**src/rtl/dp_ram_stream_reader_pkg.sv**
```systemverilog
// dp_ram_rd_pkg
// Shared state encoding and default buffer depth for the dual-port RAM
// stream reader and its output FIFO.

package dp_ram_rd_pkg;

    typedef enum logic [1:0] {
        IDLE  = 2'd0,
        READ  = 2'd1,
        DRAIN = 2'd2
    } rd_state_t;

    localparam int DEFAULT_FIFO_DEPTH = 2;

endpackage

```
**src/rtl/dp_ram_stream_reader_rd_skid_fifo.sv**
```systemverilog
// rd_skid_fifo
// Small synchronous FIFO that absorbs RAM read data while the stream consumer
// is stalled. Exposes its occupancy so the reader can issue reads only when a
// slot is guaranteed. Storage is cleared on reset so the head word reads as
// zero straight out of reset.

module rd_skid_fifo
    import dp_ram_rd_pkg::*;
#(
    parameter int DATA_WIDTH = 64,
    parameter int FIFO_DEPTH = DEFAULT_FIFO_DEPTH,
    localparam int PTR_WIDTH = (FIFO_DEPTH > 1) ? $clog2(FIFO_DEPTH) : 1,
    localparam int CNT_WIDTH = $clog2(FIFO_DEPTH + 1)
) (
    input  logic                  clk,
    input  logic                  rst_n,
    input  logic                  push,
    input  logic [DATA_WIDTH-1:0] push_data,
    input  logic                  pop,
    output logic [CNT_WIDTH-1:0]  count,
    output logic                  head_valid,
    output logic [DATA_WIDTH-1:0] head_data
);

    logic [DATA_WIDTH-1:0] mem [FIFO_DEPTH];
    logic [PTR_WIDTH-1:0]  wr_ptr;
    logic [PTR_WIDTH-1:0]  rd_ptr;
    logic                  do_push;
    logic                  do_pop;

    function automatic logic [PTR_WIDTH-1:0] next_ptr(input logic [PTR_WIDTH-1:0] ptr);
        if (ptr == PTR_WIDTH'(FIFO_DEPTH - 1)) begin
            return '0;
        end
        return ptr + PTR_WIDTH'(1);
    endfunction

    // A push into a full FIFO is accepted only when the head leaves in the same cycle.
    always_comb begin
        do_pop     = pop && (count != '0);
        do_push    = push && ((count < CNT_WIDTH'(FIFO_DEPTH)) || do_pop);
        head_valid = (count != '0);
        head_data  = mem[rd_ptr];
    end

    // Storage, pointers and occupancy count.
    always_ff @(posedge clk or negedge rst_n) begin
        if (!rst_n) begin
            wr_ptr <= '0;
            rd_ptr <= '0;
            count  <= '0;
            for (int i = 0; i < FIFO_DEPTH; i++) begin
                mem[i] <= '0;
            end
        end else begin
            if (do_push) begin
                mem[wr_ptr] <= push_data;
                wr_ptr      <= next_ptr(wr_ptr);
            end
            if (do_pop) begin
                rd_ptr <= next_ptr(rd_ptr);
            end
            if (do_push && !do_pop) begin
                count <= count + CNT_WIDTH'(1);
            end else if (!do_push && do_pop) begin
                count <= count - CNT_WIDTH'(1);
            end
        end
    end

endmodule

```
**src/rtl/dp_ram_stream_reader.sv**
```systemverilog
// dp_ram_stream_reader
// Drains a contiguous (wrapping) address range from RAM port B into a
// valid/ready stream. Reads are issued only against a guaranteed FIFO slot,
// counting the read still in flight, so backpressure never loses data.
// Optional build macro DP_RAM_RD_STRIDE_EN adds a stride input that replaces
// the fixed address increment of 1.

module dp_ram_stream_reader
    import dp_ram_rd_pkg::*;
#(
    parameter int RAM_DEPTH  = 16,
    parameter int ADDR_WIDTH = $clog2(RAM_DEPTH),
    parameter int DATA_WIDTH = 64,
    parameter int FIFO_DEPTH = DEFAULT_FIFO_DEPTH
) (
    input  logic                  clk,
    input  logic                  rst_n,
    input  logic                  start,
    input  logic [ADDR_WIDTH-1:0] base_addr,
    input  logic [ADDR_WIDTH:0]   len,
`ifdef DP_RAM_RD_STRIDE_EN
    input  logic [ADDR_WIDTH-1:0] stride,
`endif
    output logic                  busy,
    output logic                  done,
    output logic                  enb,
    output logic [ADDR_WIDTH-1:0] addrb,
    input  logic [DATA_WIDTH-1:0] dob,
    output logic                  m_valid,
    input  logic                  m_ready,
    output logic [DATA_WIDTH-1:0] m_data,
    output logic                  m_last
);

    localparam int CNT_WIDTH = $clog2(FIFO_DEPTH + 1);

    rd_state_t             state;
    rd_state_t             state_nxt;
    logic [ADDR_WIDTH:0]   issue_cnt;
    logic [ADDR_WIDTH:0]   beat_cnt;
    logic                  inflight;
    logic                  pop;
    logic                  last_accept;
    logic                  job_load;
    logic                  job_empty;
    logic [CNT_WIDTH-1:0]  fifo_count;
    logic [CNT_WIDTH:0]    credit_used;
    logic [ADDR_WIDTH-1:0] step;
    logic [ADDR_WIDTH-1:0] addr_inc;

`ifdef DP_RAM_RD_STRIDE_EN
    logic [ADDR_WIDTH-1:0] stride_q;
    assign step = stride_q;
`else
    assign step = ADDR_WIDTH'(1);
`endif

    rd_skid_fifo #(
        .DATA_WIDTH (DATA_WIDTH),
        .FIFO_DEPTH (FIFO_DEPTH)
    ) u_fifo (
        .clk        (clk),
        .rst_n      (rst_n),
        .push       (inflight),
        .push_data  (dob),
        .pop        (pop),
        .count      (fifo_count),
        .head_valid (m_valid),
        .head_data  (m_data)
    );

    // Stream handshake, job-level strobes and slot accounting for read credit.
    always_comb begin
        pop         = m_valid && m_ready;
        m_last      = m_valid && (beat_cnt == (ADDR_WIDTH + 1)'(1));
        last_accept = pop && (beat_cnt == (ADDR_WIDTH + 1)'(1));
        busy        = (state != IDLE);
        job_load    = (state == IDLE) && start && (len != '0);
        job_empty   = (state == IDLE) && start && (len == '0);
        credit_used = {1'b0, fifo_count} + (CNT_WIDTH + 1)'(inflight)
                      - (CNT_WIDTH + 1)'(pop);
        addr_inc    = ADDR_WIDTH'((int'(addrb) + int'(step)) % RAM_DEPTH);
    end

    // Next-state and read-enable decode.
    always_comb begin
        state_nxt = state;
        enb       = 1'b0;
        case (state)
            IDLE: begin
                if (job_load) begin
                    state_nxt = READ;
                end
            end
            READ: begin
                enb = (issue_cnt != '0) && (credit_used < (CNT_WIDTH + 1)'(FIFO_DEPTH));
                if (enb && (issue_cnt == (ADDR_WIDTH + 1)'(1))) begin
                    state_nxt = DRAIN;
                end
            end
            DRAIN: begin
                if (last_accept) begin
                    state_nxt = IDLE;
                end
            end
            default: state_nxt = IDLE;
        endcase
    end

    // State register, read-in-flight flag and completion pulse.
    always_ff @(posedge clk or negedge rst_n) begin
        if (!rst_n) begin
            state    <= IDLE;
            inflight <= 1'b0;
            done     <= 1'b0;
        end else begin
            state    <= state_nxt;
            inflight <= enb;
            done     <= job_empty || ((state == DRAIN) && last_accept);
        end
    end

    // Address walker and the issue/beat counters for the current job.
    always_ff @(posedge clk or negedge rst_n) begin
        if (!rst_n) begin
            addrb     <= '0;
            issue_cnt <= '0;
            beat_cnt  <= '0;
`ifdef DP_RAM_RD_STRIDE_EN
            stride_q  <= '0;
`endif
        end else if (job_load) begin
            addrb     <= base_addr;
            issue_cnt <= len;
            beat_cnt  <= len;
`ifdef DP_RAM_RD_STRIDE_EN
            stride_q  <= stride;
`endif
        end else begin
            if (enb) begin
                addrb     <= addr_inc;
                issue_cnt <= issue_cnt - (ADDR_WIDTH + 1)'(1);
            end
            if (pop) begin
                beat_cnt <= beat_cnt - (ADDR_WIDTH + 1)'(1);
            end
        end
    end

endmodule

```
**config.mk**
```make
export PLATFORM = sky130hd
export DESIGN_NAME = dp_ram_stream_reader
export DESIGN_NICKNAME = d
export VERILOG_FILES = /design/src/rtl/dp_ram_stream_reader_pkg.sv /design/src/rtl/dp_ram_stream_reader_rd_skid_fifo.sv /design/src/rtl/dp_ram_stream_reader.sv
export SDC_FILE = /design/constraint.sdc
export NUM_CORES = 1
export LEC_CHECK = 0
export CAP_MARGIN = 15
export CORE_UTILIZATION = 56
export DETAILED_ROUTE_END_ITERATION = 8
export PLACE_DENSITY = 0.86
export SETUP_SLACK_MARGIN = 0.3
export SYNTH_ARGS = -nofsm -noshare
export SYNTH_HDL_FRONTEND = slang
export SYNTH_HIERARCHICAL = 1
export SYNTH_SLANG_ARGS = --single-unit
export TNS_END_PERCENT = 1
```
**constraint.sdc**
```tcl
create_clock -name clk -period 6.9 [get_ports clk]
set_input_delay 1.035 -clock clk [delete_from_list [all_inputs] [get_ports clk]]
set_output_delay 1.035 -clock clk [all_outputs]
set_load 0.005 [all_outputs]
```
==> impl_results.md <==
* Worst-Margin Slew at 1.04 ns
* Critical path arrival at about 3.9 ns
* Synth warn at 6
* Max incr delay on CP at roughly 0.56 ns
* Hold path cells at 1
* FF-to-FF path depth at 10
* Final setup skew at 0.00637 ns
* Crit path max-delay family: buffers and inverters
* Wire per inst at 19.1 um
* Critical Path RT at ~6 ns
* Post-synth cell types at 45
* Initial Utilization at around 58%
* Max-slew violation count at 0
* Static leakage at about 0.0041 uW
* Outcome: finished clean
* Net Count, Synth at 555
* Worst vdd ir at roughly 0.00034 V
* Placed cell count at approximately 770
* Grt ovf at 0
* Routed vias at 4,322
* Die outline area at roughly 14,000 um2
* Pwr Density at 508 nW/um2
* WS Path Type: in2out
* DRC viols at 0
* Post-DRT Antenna Nets at 0
* Num ports at 150
* H-tree depth at 4
* Cell Area, Synth at around 7400 um2
* Post-synth top area cell: dfrtp_1
* Number of detailed-route iterations in the first pass at 4
* RSZ-0062 raised after global routing: no
* Largest net degree at the start of global routing at 85
* Register area share after synthesis at between 50% and 60%
* Final Instance Count excl. Fillers at 801
* Maximum clock path buffer count at 2
* CTS root buf: clkbuf_16
* Max Fanout on Critical Path at 13
* Asr flop ratio synth at 100%
* Vias in the first global route at between 4,000 and 5,000
* Setup TNS at 0 ns
* Initial antenna violation count at 0
* Post-synth EDFFs at 0
* CTS tree: yes
* Dominant cells by area after synthesis: dfrtp_1 51%, mux2_4 24%, mux2_2 9.7%, buf_12 3.8%, ha_1 1.3%
* Final wirelength at 15.3 mm
* Class of the worst hold path: reg2reg
* Most frequent cells after synthesis: 150 x dfrtp_1, 120 x mux2_4, 64 x mux2_2
* Initial DRC count at approximately 270
* Via density at 5.40
* Dominant synthesized flop cell: dfrtp_1
* Slew HR at between 30% and 40%
* Clk Latency, worst-skew pair at about 0.42 ns
* Port Buf Inserts at roughly 150
* CP Launch Type: input pin
* GRT Total Usage at between 20% and 30%
* Hpwl dp at around 9.8 mm
* Synth top area share at just over 50%
* Clock-pin transition on the worst setup and hold timing paths at around 0.06 ns
* Critical Path Most Common Cell: clkdlybuf4s50_1
* Final core utilization at 73.0%
* Final setup fails at 0
* Post-route minimum period at between 4 and 5 ns
* Yosys reg bits at 150
* # resized after CTS at 0
* Final period util at between 70% and 80%
* DIE HEIGHT at about 120 um
* Share of layout cells above drive strength 1 at between 30% and 40%
* Worst path cell trace: clkdlybuf4s50_1 -> nand2_1 -> inv_1 -> ha_1 -> nand2b_1 -> fa_1 -> xnor2_1 -> nand4_2 -> inv_2 -> clkdlybuf4s50_1
* # Max-Cap Violations at 0
* Slowest-stage cell, CP: clkdlybuf4s50_1
* Global-route wire length before repair at 24.5 mm
* Sink Count at 150
* Hold buffer count at cts at 0
* GPL Wtd Cong at 0.850
* CP endpoint kind: output pin
* Fmax at just over 200 MHz
* Crit path depth at 10
* Fin area at 9330 um2
* Top-count cell post-synth: dfrtp_1
* Num CTS Buffers at 17
* Die width at between 100 and 150 um
* Post-CTS setup buffers at 0
* # nets final at a little over 700
* Num rows at 41
* ANT cells at 0
* Core ar. at between 10,000 and 15,000 um2
* Cell count after synthesis at between 400 and 500
* CP Buf/Inv Count at 4
* Endpoints failing hold at 0
* Post-DP Area at just under 9000 um2
* Syn_area_per_cell at about 16 um2
* Area growth, synth to finish at 25.8%
cell type report:
cell class	instances	area, um2
sequential	150	3750
fill	796	3440
multi-input combinational	287	3290
timing repair buffer	153	1520
clock buffer	26	489
tap	172	215
inverter	9	33.8
clock inverter	4	22.5
logic make-up (layout without fill, tap and decap cells):
group                      after synthesis  after routing  share of synthesized area [%]
AOI/OAI and AO/OA                       23             23                           2.09
buffers and inverters                   32            192                           5.01
xor gates and xnor gates                12             12                           1.42
adders and majority gates                9              9                           1.62
DFF                                    150            150                           50.6
muxes                                  193            193                           35.4
and+or+nand+nor                         50             50                           3.90
flip-flops by register name (all words and copies together), names as in the netlist:
signal / count
addrb: 4
beat_cnt: 5
done: 1
inflight: 1
issue_cnt: 5
state: 2
u_fifo/count: 2
u_fifo/mem: 128
u_fifo/rd_ptr: 1
u_fifo/wr_ptr: 1
through the flow:
| stage | setup slack, ns | hold WS [ns] | power, uW |
|---|---|---|---|
| global route | 1.78 | 0.497 | 5020 |
| floorplan | 3.23 | 0.452 | 3060 |
| detailed placement | 2.02 | 0.473 | 3910 |
| global placement | 2.15 | 0.463 | 3820 |
| finish | 1.95 | 0.482 | 4740 |
| CTS | 1.97 | 0.486 | 4780 |
worst paths after layout:
kind	from	end	slack, ns
setup reg to reg	u_fifo/count[1]$_DFFE_PN0P_	addrb[3]$_DFFE_PN0P_	3.80
setup / recovery	m_ready	enb	1.95
hold reg to reg	u_fifo/mem[1]$_DFFE_PN0P_	u_fifo/mem[1]$_DFFE_PN0P_	0.48
min in group asynchronous	rst_n	u_fifo/mem[56]$_DFFE_PN0P_	0.61
hold / removal	u_fifo/mem[1]$_DFFE_PN0P_	u_fifo/mem[1]$_DFFE_PN0P_	0.48
max in group asynchronous	rst_n	u_fifo/mem[17]$_DFFE_PN0P_	4.82
worst register-to-register path, stage by stage (launching register included):
cell and delay, ns:
dfrtp_1 0.45, or2_2 0.35, nand2_1 0.18, inv_1 0.10, ha_1 0.29, nand2b_1 0.16
fa_1 0.38, xnor2_1 0.25, nand4_2 0.22, or3_2 0.49, a31oi_1 0.16
routing by layer:
metal | global-route usage, % | part of all wire [%] | vias to the layer above
li1 | - | - | 1957
met1 | 29.3 | 43 | 2219
met2 | 41.4 | 51 | 135
met3 | 7.00 | 5.5 | 11
met4 | 7.76 | 0.79 | 0
met5 | 0 | 0 | -
where the power goes:
part	internal [uW]	leakage [uW]	total, uW	switching, uW
logic	1540	0.00202	2290	742
clock network	482	0.000250	811	329
registers	1330	0.00179	1640	312
total	3360	0.00406	4740	1380
cell usage in the layout (no fill, tap or decap), types with 8 or more instances in the layout:
| cell | count |
|---|---|
| dfrtp_1 | 149 |
| clkdlybuf4s50_1 | 148 |
| mux2_4 | 120 |
| mux2_2 | 64 |
| clkbuf_16 | 17 |
| nand2_1 | 13 |
| inv_1 | 8 |
| nor2_1 | 8 |
| xnor2_1 | 8 |
| ha_1 | 8 |
| mux2_1 | 8 |
Note: power is estimated with default switching activity, not from simulation.
